===== src/rtl/pool_scheduler_if.sv =====
// Bundle between the pool scheduler, its feature-map producers, the pooling
// engine and the downstream consumer. master = scheduler, slave = environment.
interface pool_scheduler_if #(
  parameter int NUM_REQ = 2,
  parameter int DATA_W  = 22,
  parameter int ID_W    = (NUM_REQ > 1) ? $clog2(NUM_REQ) : 1
);
  logic [NUM_REQ-1:0]        req;
  logic [NUM_REQ-1:0]        src_valid;
  logic [NUM_REQ*DATA_W-1:0] src_pixel;
  logic [NUM_REQ-1:0]        src_ready;
  logic [NUM_REQ-1:0]        grant_onehot;
  logic                      pool_start;
  logic                      pool_pixel_valid;
  logic [DATA_W-1:0]         pool_pixel;
  logic [DATA_W-1:0]         pool_result;
  logic                      pool_result_valid;
  logic                      pool_done;
  logic [DATA_W-1:0]         res_out;
  logic                      res_valid;
  logic [ID_W-1:0]           res_id;
  logic                      job_done;
  logic [ID_W-1:0]           job_id;
  logic                      err_count;

  modport master (
    input  req, src_valid, src_pixel, pool_result, pool_result_valid, pool_done,
    output src_ready, grant_onehot, pool_start, pool_pixel_valid, pool_pixel,
           res_out, res_valid, res_id, job_done, job_id, err_count
  );

  modport slave (
    output req, src_valid, src_pixel, pool_result, pool_result_valid, pool_done,
    input  src_ready, grant_onehot, pool_start, pool_pixel_valid, pool_pixel,
           res_out, res_valid, res_id, job_done, job_id, err_count
  );
endinterface


===== src/rtl/pool_scheduler.sv =====
// Round-robin scheduler sharing one max-pooling engine between NUM_REQ producers:
// start pulse, combinational pixel feed from the owner, tagged result collection.
module pool_scheduler #(
  parameter int NUM_REQ    = 2,
  parameter int IMG_WIDTH  = 30,
  parameter int IMG_HEIGHT = 30,
  parameter int DATA_W     = 22,
  parameter int ID_W       = (NUM_REQ > 1) ? $clog2(NUM_REQ) : 1
) (
  input logic              clk,
  input logic              rst,
  pool_scheduler_if.master bus
);

  localparam int PIX_TOTAL = IMG_WIDTH * IMG_HEIGHT;
  localparam int RES_TOTAL = (IMG_WIDTH / 2) * (IMG_HEIGHT / 2);
  localparam int PIX_W     = $clog2(PIX_TOTAL + 1);
  // One spare code above the expected total so an over-count stays distinguishable.
  localparam int RES_W     = $clog2(RES_TOTAL + 2);

  typedef enum logic [1:0] {IDLE, START, FEED, DRAIN} state_t;

  state_t             state;
  logic [ID_W-1:0]    owner;
  logic [ID_W-1:0]    last_id;
  logic [PIX_W-1:0]   pix_cnt;
  logic [RES_W-1:0]   res_cnt;
  logic [RES_W-1:0]   res_cnt_inc;
  logic [RES_W-1:0]   res_cnt_final;
  logic [NUM_REQ-1:0] grant_r;
  logic               pool_start_r;
  logic [DATA_W-1:0]  res_out_r;
  logic               res_valid_r;
  logic [ID_W-1:0]    res_id_r;
  logic               job_done_r;
  logic [ID_W-1:0]    job_id_r;
  logic               err_r;

  logic               pick_found;
  logic [ID_W-1:0]    pick_id;
  logic [ID_W-1:0]    cand;
  logic [NUM_REQ-1:0] src_ready_c;
  logic               pix_valid_c;
  logic [DATA_W-1:0]  pix_c;
  logic               accept;
  logic [DATA_W-1:0]  pix_arr [NUM_REQ];

  for (genvar g = 0; g < NUM_REQ; g++) begin : g_unpack
    assign pix_arr[g] = bus.src_pixel[g*DATA_W +: DATA_W];
  end

  // Scan from the index just after the previous owner, wrapping.
  always_comb begin
    // NOTE: every always_comb output gets a default first so no path can infer a latch.
    pick_found = 1'b0;
    pick_id    = '0;
    cand       = '0;
    for (int k = 1; k <= NUM_REQ; k++) begin
      cand = ID_W'((int'(last_id) + k) % NUM_REQ);
      if (!pick_found && bus.req[cand]) begin
        pick_found = 1'b1;
        pick_id    = cand;
      end
    end
  end

  always_comb begin
    src_ready_c = '0;
    pix_valid_c = 1'b0;
    pix_c       = '0;
    if (state == FEED) begin
      src_ready_c[owner] = 1'b1;
      pix_valid_c        = bus.src_valid[owner];
      pix_c              = pix_arr[owner];
    end
  end

  assign accept        = (state == FEED) && bus.src_valid[owner];
  assign res_cnt_inc   = (res_cnt == '1) ? res_cnt : res_cnt + 1'b1;
  assign res_cnt_final = bus.pool_result_valid ? res_cnt_inc : res_cnt;

  always_ff @(posedge clk) begin
    // NOTE: state uses non-blocking assignments so every flop samples pre-edge values.
    if (rst) begin
      state        <= IDLE;
      owner        <= '0;
      last_id      <= ID_W'(NUM_REQ - 1);
      pix_cnt      <= '0;
      res_cnt      <= '0;
      grant_r      <= '0;
      pool_start_r <= 1'b0;
      res_out_r    <= '0;
      res_valid_r  <= 1'b0;
      res_id_r     <= '0;
      job_done_r   <= 1'b0;
      job_id_r     <= '0;
      err_r        <= 1'b0;
    end else begin
      pool_start_r <= 1'b0;
      res_valid_r  <= 1'b0;
      job_done_r   <= 1'b0;
      unique case (state)
        IDLE: begin
          if (pick_found) begin
            owner        <= pick_id;
            last_id      <= pick_id;
            grant_r      <= NUM_REQ'(1) << pick_id;
            pool_start_r <= 1'b1;
            state        <= START;
          end
        end
        START: begin
          pix_cnt <= '0;
          res_cnt <= '0;
          state   <= FEED;
        end
        FEED: begin
          if (accept) begin
            pix_cnt <= pix_cnt + 1'b1;
            if (pix_cnt == PIX_W'(PIX_TOTAL - 1)) state <= DRAIN;
          end
        end
        DRAIN: begin
          if (bus.pool_result_valid) begin
            res_out_r   <= bus.pool_result;
            res_id_r    <= owner;
            res_valid_r <= 1'b1;
            res_cnt     <= res_cnt_inc;
          end
          // A result arriving with done is counted before the total is judged.
          if (bus.pool_done) begin
            job_done_r <= 1'b1;
            job_id_r   <= owner;
            if (res_cnt_final != RES_W'(RES_TOTAL)) err_r <= 1'b1;
            grant_r    <= '0;
            state      <= IDLE;
          end
        end
        default: state <= IDLE;
      endcase
    end
  end

  assign bus.src_ready        = src_ready_c;
  assign bus.grant_onehot     = grant_r;
  assign bus.pool_start       = pool_start_r;
  assign bus.pool_pixel_valid = pix_valid_c;
  assign bus.pool_pixel       = pix_c;
  assign bus.res_out          = res_out_r;
  assign bus.res_valid        = res_valid_r;
  assign bus.res_id           = res_id_r;
  assign bus.job_done         = job_done_r;
  assign bus.job_id           = job_id_r;
  assign bus.err_count        = err_r;

endmodule

===== src/flat_wrapper.sv =====
// flat-port wrapper written by rule: the top's interface ports become plain ports
module pool_scheduler_flat 
#(
  parameter int NUM_REQ    = 2,
  parameter int IMG_WIDTH  = 30,
  parameter int IMG_HEIGHT = 30,
  parameter int DATA_W     = 22,
  parameter int ID_W       = (NUM_REQ > 1) ? $clog2(NUM_REQ) : 1
)
  (clk, rst, bus_req, bus_src_valid, bus_src_pixel, bus_pool_result, bus_pool_result_valid, bus_pool_done, bus_src_ready, bus_grant_onehot, bus_pool_start, bus_pool_pixel_valid, bus_pool_pixel, bus_res_out, bus_res_valid, bus_res_id, bus_job_done, bus_job_id, bus_err_count);
  pool_scheduler_if #(.NUM_REQ(NUM_REQ), .DATA_W(DATA_W), .ID_W(ID_W)) bus_i ();
  input logic clk;
  input logic rst;
  input wire logic [$bits(bus_i.req)-1:0] bus_req;
  input wire logic [$bits(bus_i.src_valid)-1:0] bus_src_valid;
  input wire logic [$bits(bus_i.src_pixel)-1:0] bus_src_pixel;
  input wire logic [$bits(bus_i.pool_result)-1:0] bus_pool_result;
  input wire logic [$bits(bus_i.pool_result_valid)-1:0] bus_pool_result_valid;
  input wire logic [$bits(bus_i.pool_done)-1:0] bus_pool_done;
  output wire logic [$bits(bus_i.src_ready)-1:0] bus_src_ready;
  output wire logic [$bits(bus_i.grant_onehot)-1:0] bus_grant_onehot;
  output wire logic [$bits(bus_i.pool_start)-1:0] bus_pool_start;
  output wire logic [$bits(bus_i.pool_pixel_valid)-1:0] bus_pool_pixel_valid;
  output wire logic [$bits(bus_i.pool_pixel)-1:0] bus_pool_pixel;
  output wire logic [$bits(bus_i.res_out)-1:0] bus_res_out;
  output wire logic [$bits(bus_i.res_valid)-1:0] bus_res_valid;
  output wire logic [$bits(bus_i.res_id)-1:0] bus_res_id;
  output wire logic [$bits(bus_i.job_done)-1:0] bus_job_done;
  output wire logic [$bits(bus_i.job_id)-1:0] bus_job_id;
  output wire logic [$bits(bus_i.err_count)-1:0] bus_err_count;
  assign bus_i.req = bus_req;
  assign bus_i.src_valid = bus_src_valid;
  assign bus_i.src_pixel = bus_src_pixel;
  assign bus_i.pool_result = bus_pool_result;
  assign bus_i.pool_result_valid = bus_pool_result_valid;
  assign bus_i.pool_done = bus_pool_done;
  assign bus_src_ready = bus_i.src_ready;
  assign bus_grant_onehot = bus_i.grant_onehot;
  assign bus_pool_start = bus_i.pool_start;
  assign bus_pool_pixel_valid = bus_i.pool_pixel_valid;
  assign bus_pool_pixel = bus_i.pool_pixel;
  assign bus_res_out = bus_i.res_out;
  assign bus_res_valid = bus_i.res_valid;
  assign bus_res_id = bus_i.res_id;
  assign bus_job_done = bus_i.job_done;
  assign bus_job_id = bus_i.job_id;
  assign bus_err_count = bus_i.err_count;
  pool_scheduler #(.NUM_REQ(NUM_REQ), .IMG_WIDTH(IMG_WIDTH), .IMG_HEIGHT(IMG_HEIGHT), .DATA_W(DATA_W), .ID_W(ID_W)) u_core (.clk(clk), .rst(rst), .bus(bus_i));
endmodule

===== config.mk =====
export PLATFORM = sky130hd
export DESIGN_NAME = pool_scheduler_flat
export DESIGN_NICKNAME = d
export VERILOG_FILES = /design/src/rtl/pool_scheduler_if.sv /design/src/rtl/pool_scheduler.sv /design/src/flat_wrapper.sv
export SDC_FILE = /design/constraint.sdc
export NUM_CORES = 1
export LEC_CHECK = 0
export BUFFER_PORTS_ARGS = -buffer_cell sky130_fd_sc_hd__buf_4
export CORE_UTILIZATION = 46
export CTS_BUF_LIST = sky130_fd_sc_hd__clkbuf_16
export DETAILED_ROUTE_END_ITERATION = 10
export PLACE_DENSITY_LB_ADDON = 0.2
export SYNTH_ARGS = -nofsm -noshare
export SYNTH_HDL_FRONTEND = slang
export SYNTH_SLANG_ARGS = --single-unit

===== constraint.sdc =====
create_clock -name clk -period 2.3 [get_ports clk]
set_clock_uncertainty 0.15 [all_clocks]
set_input_delay 0.46 -clock clk [delete_from_list [all_inputs] [get_ports clk]]
set_output_delay 0.46 -clock clk [all_outputs]
set_load 0.02 [all_outputs]

==> flow_metrics.env <==
export IMPL_drc=0
export IMPL_rsz0062_at_grt="no"
export IMPL_dr_pass1_iters=4
export IMPL_vias=2730
export IMPL_synth_simple_area_share=0.263
export IMPL_die_area_sq_um=6130
export IMPL_synth_most_common_cell="nand2_1"
export IMPL_n_fill_cell=479
export IMPL_place_congestion=0.837
export IMPL_max_cap_violations=0
export IMPL_drt_wl_total_mm=7.04
export IMPL_endpoint_kind="output port"
export IMPL_synth_compound_area_frac=0.142
export IMPL_synth_distinct_cells=52
export IMPL_cts_tree="built"
export IMPL_viasPerCell=5.08
export IMPL_worst_ep_required_time_ns=1.69
export IMPL_ys_ff_latch=52
export IMPL_globalRouteOverflowTotal=0
export IMPL_antenna_found_initial=0
export IMPL_nets=545
export IMPL_critPathKind="reg -> out"
export IMPL_power_density_nw_per_um2=731
export IMPL_dp_hpwl_mm=5.19
export IMPL_area_growth_pct=46.0
export IMPL_crit_arrival_ns=1.54
export IMPL_cts_sinks=52
export IMPL_avgSynthCellArea_sq_um=7.93
export IMPL_synth_seq_area_share=0.389
export IMPL_place_ws_ns=0.0864
export IMPL_core_area_sq_um=5570
export IMPL_final_layout_size_suffix_gt1_frac=0.344
export IMPL_clk_pin_slew_ns=0.07
export IMPL_setup_viol=0
export IMPL_leakagePower_nw=1.68
export IMPL_grt_max_degree=29
export IMPL_hold_class="in -> reg"
export IMPL_clockRootBuffer="clkbuf_16"
export IMPL_rows=27
export IMPL_r2r_end="u_core.pix_cnt[9]$_SDFFE_PP0P_"
export IMPL_drt_iter0_drc=123
export IMPL_cts_buffer_depth=2
export IMPL_synth_xor_area_share=0.0229
export IMPL_synth_common_cells="nand2_1, dfxtp_1, nor2_1, a21oi_1, mux2i_1"
export IMPL_synth_edf_count=0
export IMPL_max_freq_mhz=466
export IMPL_hp_start="bus_pool_result[7]"
export IMPL_io_pins=129
export IMPL_maxSlewViolCount=0
export IMPL_detail_route_antenna_nets=0
export IMPL_syn_area_sq_um=2680
export IMPL_yosys_top_cells_area="dfxtp_1, mux2i_1, nand2_1, a21oi_1, nor2_1"
export IMPL_worst_r2r_startpoint="u_core.state[0]$_SDFFE_PP0P_"
export IMPL_yosys_area_top_type="dfxtp_1"
export IMPL_ir_drop_mv=0.576
export IMPL_wl_per_cell_um=13.1
export IMPL_die_h_um=78.3
export IMPL_clock_latency_ns=0.29
export IMPL_async_reset_ff_frac=0
export IMPL_synth_top_cell_area_share=0.389
export IMPL_cts_made_buffers=5
export IMPL_synth_warnings=0
export IMPL_ys_flop_type="dfxtp_1"
export IMPL_finalCritPeriodShare=0.934
export IMPL_final_min_clock_period_ns=2.15
export IMPL_syn_nets=419
export IMPL_holdPathEnd="u_core.bus.res_out[7]$_SDFFE_PP0P_"
export IMPL_track_usage=0.228
export IMPL_slew_headroom=0.777
export IMPL_worstMarginPinSlew_ns=0.333
export IMPL_total_power_mw=2.86
export IMPL_synthMuxAreaShare=0.103
export IMPL_port_buffer_count=128
export IMPL_fin_tns_setup_ns=0
export IMPL_crit_path_max_fanout=9
export IMPL_die_w_um=78.3
export IMPL_cts_hold_buf=0
export IMPL_rr_worst_depth=7
export IMPL_cp_start_kind="flop"
export IMPL_grt_pass1_wl_mm=11.2
export IMPL_htreeDepth=2
export IMPL_diodes=0
export IMPL_start_util=0.481
export IMPL_synthAdderAreaFrac=0.0327
export IMPL_hold_path_cell_count=3
export IMPL_rrSetupSlack_ns=0.36
export IMPL_status="finished clean"
export IMPL_synth_top_family_by_area="simple AND/OR/NAND/NOR gates"
export IMPL_grt_pass1_vias=2534
export IMPL_hold_violations=0
export IMPL_netlist_instances=338
export IMPL_setup_ws_ns=0.153
## registers in the layout, summed over array words and instances, names as in the netlist
register	cells
u_core.bus.job_id	1
u_core.pix_cnt	10
u_core.state	2
u_core.bus.err_count	1
u_core.bus.pool_start	1
u_core.bus.res_id	1
u_core.bus.grant_onehot	2
u_core.res_cnt	8
u_core.last_id	1
u_core.bus.res_out	22
u_core.owner	1
u_core.bus.job_done	1
u_core.bus.res_valid	1
## cells by family (layout without fill, tap and decap cells)
| kind of cell | after synthesis | in the layout |
|---|---|---|
| and+or+nand+nor | 153 | 153 |
| AOI/OAI and AO/OA | 62 | 62 |
| DFF | 52 | 52 |
| buffers and inverters | 30 | 157 |
| muxes | 27 | 27 |
| adders and majority gates | 7 | 7 |
| xor gates and xnor gates | 7 | 7 |
## worst max path at each step
stage | start | to | slack, ns | cells past startpoint
after floorplan | u_core.state[0]$_SDFFE_PP0P_ | bus_pool_pixel[10] | 0.35 | 5
after CTS | u_core.state[0]$_SDFFE_PP0P_ | bus_pool_pixel[19] | 0.08 | 5
after detailed placement | u_core.state[0]$_SDFFE_PP0P_ | bus_pool_pixel[19] | 0.09 | 5
after global placement | u_core.state[0]$_SDFFE_PP0P_ | bus_pool_pixel[0] | 0.21 | 5
after global routing | u_core.state[0]$_SDFFE_PP0P_ | bus_pool_pixel[1] | 0.04 | 5
final | u_core.state[1]$_SDFFE_PP0P_ | bus_pool_pixel[1] | 0.15 | 4
## worst max-delay path: stages, from the launching register on
cell and delay [ns]:
dfxtp_1 0.42, ha_4 0.29, clkinvlp_4 0.22, nor2_1 0.16, buf_4 0.16
## placed cells by master (no fill, tap or decap), drive strengths merged, types with 7 or more instances in the layout
master	n
buf	137
nand2	66
dfxtp	52
nor2	46
a21oi	36
mux2i	26
nor3	9
nand3	9
inv	8
ha	7
## metal layers
| metal | global-route usage | vias up | routed length, um |
|---|---|---|---|
| li1 | - | 1402 | - |
| met1 | 0.269 | 1266 | 3080 |
| met2 | 0.415 | 58 | 3620 |
| met3 | 0.0465 | 4 | 306 |
| met4 | 0.0630 | 0 | 33 |
| met5 | 0 | - | 0 |
## power breakdown
group,internal [mW],switching (mW),leakage (nW)
Sequential,0.970,0.0516,0.421
Combinational,0.447,0.560,1.18
Clock,0.511,0.318,0.0814
Total,1.93,0.930,1.68
## cell type report
type                       count  area (sq um)  share of cell area
inverter                       9          40.0              0.0102
clock inverter                 3          42.5              0.0109
multi-input combinational    256          1520               0.389
clock buffer                   5           125              0.0320
tap                           72          90.1              0.0230
sequential                    52          1040               0.266
timing repair buffer         137          1030               0.263
timing repair inverter         3          22.5             0.00576
## metrics by stage
| stage | util | cell area [sq um] | instances | hold slack (ns) |
|---|---|---|---|---|
| after global placement | 0.663 | 3700 | 525 | 0.292 |
| final | 0.702 | 3910 | 537 | 0.264 |
| after detailed placement | 0.663 | 3700 | 525 | 0.298 |
| after global routing | 0.702 | 3910 | 537 | 0.259 |
| after CTS | 0.698 | 3890 | 534 | 0.258 |
| after floorplan | - | 2680 | 338 | 0.307 |
## what timing repair did
action | in CTS | in global routing
endpoints found under the setup margin | 23 | 23
pin swaps | 0 | 1
gates resized for setup | 4 | 3
buffers inserted | 0 | 1
gates cloned | 1 | 2
(Power assumes the default switching activity.)
